## src/rtl/seq_detect_arb.sv

```systemverilog
// Two-requester round-robin arbiter feeding a shared serial pattern detector.
// Optional match counter output enabled by defining SEQ_DETECT_ARB_MATCH_CNT_EN.
module seq_detect_arb #(
    parameter int unsigned FRAME_BITS = 4
) (
    input  logic                  clk,
    input  logic                  reset_n,
    input  logic [1:0]            req,
    input  logic [FRAME_BITS-1:0] word0,
    input  logic [FRAME_BITS-1:0] word1,
    input  logic [FRAME_BITS-1:0] pattern,
    output logic [1:0]            gnt,
    output logic                  a,
    output logic                  busy,
    output logic                  done,
    output logic                  hit
`ifdef SEQ_DETECT_ARB_MATCH_CNT_EN
    ,
    output logic [7:0]            match_cnt
`endif
);

    localparam int unsigned CNT_W = $clog2(FRAME_BITS);
    localparam logic [CNT_W-1:0] LAST_BIT = CNT_W'(FRAME_BITS - 1);

    typedef enum logic [1:0] {
        IDLE   = 2'd0,
        SHIFT  = 2'd1,
        REPORT = 2'd2
    } state_t;

    state_t                state, state_d;
    logic [FRAME_BITS-1:0] word_q, word_d;
    logic [FRAME_BITS-1:0] pat_q, pat_d;
    logic [FRAME_BITS-1:0] rx_q, rx_d;
    logic [CNT_W-1:0]      bitcnt, bitcnt_d;
    logic                  ptr, ptr_d;
    logic                  owner, owner_d;
    logic [1:0]            gnt_d;
    logic                  a_d, busy_d, done_d, hit_d;
    logic                  win;

    // Lone requester always wins; on contention the pointer decides.
    always_comb begin
        win = 1'b0;
        if (req == 2'b10) begin
            win = 1'b1;
        end else if (req == 2'b11) begin
            win = ptr;
        end
    end

    always_comb begin
        state_d  = state;
        word_d   = word_q;
        pat_d    = pat_q;
        rx_d     = rx_q;
        bitcnt_d = bitcnt;
        ptr_d    = ptr;
        owner_d  = owner;
        gnt_d    = gnt;
        a_d      = 1'b0;
        done_d   = 1'b0;
        hit_d    = 1'b0;

        case (state)
            IDLE: begin
                gnt_d = 2'b00;
                if (req != 2'b00) begin
                    state_d  = SHIFT;
                    owner_d  = win;
                    word_d   = win ? word1 : word0;
                    pat_d    = pattern;
                    rx_d     = '0;
                    bitcnt_d = '0;
                    gnt_d    = win ? 2'b10 : 2'b01;
                    a_d      = word_d[0];
                end
            end
            SHIFT: begin
                // Output bit is registered one edge ahead so a tracks word_q[bitcnt].
                bitcnt_d = bitcnt + CNT_W'(1);
                rx_d     = {word_q[bitcnt], rx_q[FRAME_BITS-1:1]};
                if (bitcnt == LAST_BIT) begin
                    state_d  = REPORT;
                    bitcnt_d = '0;
                    done_d   = 1'b1;
                    hit_d    = (rx_d == pat_q);
                end else begin
                    a_d = word_q[bitcnt_d];
                end
            end
            REPORT: begin
                state_d = IDLE;
                gnt_d   = 2'b00;
                ptr_d   = ~owner;
            end
            default: begin
                state_d = IDLE;
                gnt_d   = 2'b00;
            end
        endcase

        busy_d = (state_d != IDLE);
    end

    always_ff @(posedge clk) begin
        if (!reset_n) begin
            state  <= IDLE;
            word_q <= '0;
            pat_q  <= '0;
            rx_q   <= '0;
            bitcnt <= '0;
            ptr    <= 1'b0;
            owner  <= 1'b0;
            gnt    <= 2'b00;
            a      <= 1'b0;
            busy   <= 1'b0;
            done   <= 1'b0;
            hit    <= 1'b0;
        end else begin
            state  <= state_d;
            word_q <= word_d;
            pat_q  <= pat_d;
            rx_q   <= rx_d;
            bitcnt <= bitcnt_d;
            ptr    <= ptr_d;
            owner  <= owner_d;
            gnt    <= gnt_d;
            a      <= a_d;
            busy   <= busy_d;
            done   <= done_d;
            hit    <= hit_d;
        end
    end

`ifdef SEQ_DETECT_ARB_MATCH_CNT_EN
    // Saturating count of matching frames.
    always_ff @(posedge clk) begin
        if (!reset_n) begin
            match_cnt <= 8'd0;
        end else if (done && hit && (match_cnt != 8'hFF)) begin
            match_cnt <= match_cnt + 8'd1;
        end
    end
`endif

endmodule

```

## config.mk

```make
export PLATFORM = sky130hd
export DESIGN_NAME = seq_detect_arb
export DESIGN_NICKNAME = d
export VERILOG_FILES = /design/src/rtl/seq_detect_arb.sv
export SDC_FILE = /design/constraint.sdc
export NUM_CORES = 1
export LEC_CHECK = 0
export BUFFER_PORTS_ARGS = -buffer_cell sky130_fd_sc_hd__buf_2
export CORE_UTILIZATION = 51
export DETAILED_ROUTE_END_ITERATION = 7
export PLACE_DENSITY_LB_ADDON = 0.1
export SYNTH_ARGS = -nofsm -noshare
export SYNTH_HDL_FRONTEND = slang
export SYNTH_SLANG_ARGS = --single-unit
```

## constraint.sdc

```tcl
create_clock -name clk -period 1.58 [get_ports clk]
set_input_delay 0.316 -clock clk [delete_from_list [all_inputs] [get_ports clk]]
set_output_delay 0.316 -clock clk [all_outputs]
set_load 0.005 [all_outputs]
```

[After elaboration in Yosys (flattened, before gate mapping)]
Index checks and enable logic that the tools add are counted.
Word-level totals
  output and inout bits: 6
  input port bits: 16
  word-level logic and storage cells: 53
  register bits after elaboration: 24
Cells by class
  add/sub/neg operators: 1
  $lt $le $gt $ge: 2
  mux-type cells: 22
  bitwise gates (word level): 1
  reduce and logical (&&, ||, !) cells: 8
  equality and inequality tests: 7
Operator list (count)
  2-bit two-way mux: 6
  2-bit one-hot mux with 2 select lines: 3
  2-bit equality test (second input constant): 4
  4-bit two-way mux: 2
  4-bit one-hot mux with 2 select lines: 1
  1-bit two-way mux: 7
  2-bit by 3-bit < comparator with 1-bit output (second input constant): 2
  2-bit AND reduction: 3
  2-bit nonzero test: 3
  1-bit binary-select mux with 2-bit select: 2
  4-bit equality test: 1
  3-bit AND reduction: 1
  2-bit by 1-bit adder with 2-bit output (second input constant): 1
  2-bit by 1-bit equality test with 1-bit output (second input constant): 1
  2-bit zero test: 1
  2-bit inequality test (second input constant): 1
  1-bit one-hot mux with 2 select lines: 1
  1-bit inverter: 1

[Logic depth before layout (Yosys ltp)]
  depth after elaboration: 6
  mapped depth: 5
  gate-level depth less buffers: 5

[Least setup slack after synthesis]
Ideal clock, no wire load.
  kind: reg-to-reg
  from: reg bitcnt[0]
  to: reg a
  library setup time: 0.116 ns
  period minus slack after synthesis: 1.331 ns
  slack: 0.249 ns
  data required time: 1.464 ns
  arrival time: 1.216 ns
  stages on the path, launching flop included: 6
  path buffers: 1
  cell sequence: dfxtp_1 > buf_6 > mux4_2 > nand3b_1 > o21ai_1 > and3_1
On the way
  cells in the longest elaborated chain, start to end: 5
  elaborated cells between the ends (all ways): 6
  classes of those cells: add/sub (1); eq/ne (1); mux (4)
Ends and longest elaborated chain
  from (decl): line 36  | logic [CNT_W-1:0] bitcnt, bitcnt_d;
  from (signal assigned): line 126  | bitcnt <= bitcnt_d;
  2-bit by 1-bit adder with 2-bit output: line 82  | bitcnt_d = bitcnt + CNT_W'(1);
  1-bit binary-select mux with 2-bit select: line 90  | a_d = word_q[bitcnt_d];
  1-bit two-way mux (not written as such): line 90
  1-bit two-way mux *: line 84  | if (bitcnt == LAST_BIT) begin
  1-bit one-hot mux with 2 select lines *: line 66  | case (state)
  to (signal assigned): line 117  | a <= 1'b0;
  to (signal assigned): line 130  | a <= a_d;
  to (decl): line 13  | output logic a,
Mark *: on every way between the ends. The rest lies on a longest branch, timed or not. The select of a mux whose other input is x is not followed.
A chain may end at the register's enable or synchronous reset.

[Worst setup path after layout]
Same ends and word-level chain as after synthesis.

==> impl_metrics.yaml <==
die:
  die_area_um2: 2141
  initial_utilization_pct: 56.07
  fp-row-count: 15
  die_y_um: 46.28
  core_um2: 1783
  die_w_um: 46.28
  io_pins: 22
worst_setup_path:
  critical_path_class: "flop to flop"
  critPathCaptureType: "flop"
  slowest_delay_ps: 430
  cp_max_fo: 4
  crit_chain: "ha_1 -> mux4_2 -> nand3b_1 -> o21ai_1 -> and3_1"
  crit_buf_inv: 0
  cp.arrival_ps: 1640
  start_kind: "flop"
  critPathSlowestCell: "dfxtp_1"
  crit_family: "flip-flops"
  critical_path_required_ps: 1800
outcome:
  outcome: "finished, final reports clean"
timing:
  min_period_ps: 1416
  tns_ps: 0
  timing.fmax_mhz: 706.0
  final_hold_viol_count: 0
  skew_ps: 8.005
  finalCritPeriodShare_pct: 89.65
  setup_violations: 0
  worstMarginPinSlew_ps: 739.3
  maxSlewHeadroom_pct: 50.70
  holdWs_ps: 257.4
  slew_violations: 0
  rsz0062_at_grt: "no"
power_and_ir_drop:
  comb_power_share_pct: 15.5
  ir_worst_vdd_mv: 0.7534
  power_frac_seq_pct: 59.4
  p_int_uw: 796.9
  power.switching_uw: 273.9
  p_total_mw: 1.071
  leakage_nw: 0.4826
  p_clk_share_pct: 25.2
  swShare_pct: 25.58
  powerDensity_nw_per_um2: 930.2
global_route:
  antenna_found_initial: 0
  grt_usage_pct: 19.43
  overflow: 0
  grt_pass1_vias: 695
  grt_max_degree: 23
  grt_pass1_wl_um: 2918
cts:
  root_buffer: "clkbuf_4"
  clk_path_buf_depth: 2
  path_clk_slew_ps: 120
  clock-sinks: 23
  cts_setup_buffers: 0
  cts_tree: "built"
  cts_buffers: 3
  postCtsHoldBufs: 0
  htreeDepth: 1
  ctsResizeCount: 0
  clk_latency_ps: 310
route:
  vias_per_cell: 5.201
  drc: 0
  drt_iter0_markers: 4
  routedWlPerCell_um: 12.09
  firstDrtPassIters: 3
  wl_um: 1801
  num_vias: 775
  ant_nets: 0
finish:
  mostFrequentLayoutCells: "dfxtp_1 (23), buf_2 (21), a21boi_0 (10)"
  n_fill_cell: 153
  area_delta_synth_final_pct: 15.14
  utilization_pct: 64.56
  instances_no_fill: 149
  multi_input_area_um2: 501.7
  layout-drive-gt1-share_pct: 25.00
  finalNetCount: 142
  antenna_cells: 0
  regArea_um2: 460.4
  final_common_cell: "dfxtp_1"
placed_design:
  portBuffers: 21
  dp_cells: 145
  gp_congestion: 0.7642
  place_hpwl_um: 1316
synth:
  synthCells: 101
  yosys_warnings: 0
  ys_types: 30
  syn_area_um2: 999.7
  seq_area_frac_synth_pct: 46.06
  avgSynthCellArea_um2: 9.898
  synth_nets: 118
  ys_ff_latch: 23
hold_path:
  hold_class: "input pin to flop"
run:
  maxCapViolations: 0
[cells in the mapped netlist]
library cell / instances / area (um2)
ha_1: 1 / 12.51
mux2i_1: 6 / 60.06
and2b_1: 1 / 7.510
dfxtp_1: 23 / 460.4
clkbuf_1: 3 / 11.26
buf_6: 2 / 22.52
nand3b_1: 1 / 7.510
nor2_1: 1 / 3.750
and2_1: 2 / 12.51
o21ai_0: 3 / 15.01
nand3_1: 4 / 20.02
nand2_1: 8 / 30.03
nor3_1: 2 / 10.01
o21ai_1: 1 / 5.000
mux4_2: 1 / 22.52
nor2b_1: 7 / 43.79
or3_1: 1 / 6.260
a21boi_0: 10 / 75.07
a32oi_1: 1 / 8.760
and3_1: 5 / 31.28
inv_1: 1 / 3.750
mux2_2: 2 / 22.52
nand4_1: 1 / 6.260
a21oi_1: 2 / 10.01
o21ai_2: 1 / 8.760
nand2b_1: 3 / 18.77
xnor2_1: 3 / 26.28
a31oi_1: 1 / 6.260
xor2_1: 1 / 8.760
a22oi_1: 3 / 22.52
[final timing paths]
check / depth (start not counted) / end / slack (ps) / from
worst max register to register: 5 / a / 160 / bitcnt[0]
worst min register to register: 2 / word_q[2] / 500 / word_q[2]
worst min-delay path: 3 / pat_q[2] / 260 / pattern[2]
worst max-delay path: 5 / a / 160 / bitcnt[0]
[state kept, by name (all words and copies together), names as in the netlist]
register and flops:
owner 1, done 1, ptr 1, busy 1, rx_q 3, a 1
bitcnt 2, state 2, word_q 4, hit 1, pat_q 4, gnt 2
[layout make-up]
| class | count | share of cell area (%) |
|---|---|---|
| Tap cell | 25 | 2.717 |
| Timing Repair Buffer | 24 | 11.09 |
| Multi-Input combinational cell | 72 | 43.59 |
| Clock buffer | 4 | 2.283 |
| Sequential cell | 23 | 40.00 |
| Inverter | 1 | 0.3261 |
[logic make-up (layout without fill, tap and decap cells)]
| family | Yosys count | after routing | share of synthesized area (%) |
|---|---|---|---|
| XOR/XNOR | 4 | 4 | 3.505 |
| AND/OR/NAND/NOR | 36 | 36 | 19.78 |
| AO/OA/AOI/OAI | 22 | 22 | 15.14 |
| adder cells (fa/ha/maj) | 1 | 1 | 1.251 |
| multiplexers | 9 | 9 | 10.51 |
| buffers and inverters | 6 | 29 | 3.754 |
| flip-flops | 23 | 23 | 46.06 |
[layer usage]
metal	up-vias	track usage [%]	share of wire [%]
li1	401	-	-
met1	359	23.86	50
met2	13	31.83	46
met3	2	7.059	3.6
met4	0	5.294	0.72
met5	-	0	0
[power by group through the flow]
stage          Sequential, mW  Combinational [mW]  Clock, mW
6_report                0.636               0.166      0.269
5_1_grt                 0.640               0.186      0.300
4_1_cts                 0.636               0.167      0.279
3_5_place_dp            0.649               0.165          0
3_3_place_gp            0.648               0.162          0
2_1_floorplan           0.644               0.121          0
[stage by stage]
| step | setup slack (ps) | area (um2) |
|---|---|---|
| 2_1_floorplan | 249.0 | 999.7 |
| 3_3_place_gp | 64.02 | 1125 |
| 3_5_place_dp | 38.83 | 1125 |
| 4_1_cts | 147.6 | 1151 |
| 5_1_grt | 66.83 | 1151 |
| 6_report | 163.6 | 1151 |
[tightest hold or removal path, delay by kind of cell]
family,cells,cell delay (ps)
buffers and inverters,1,70
muxes,1,50
and+or+nand+nor,1,100
(Power assumes the default switching activity.)
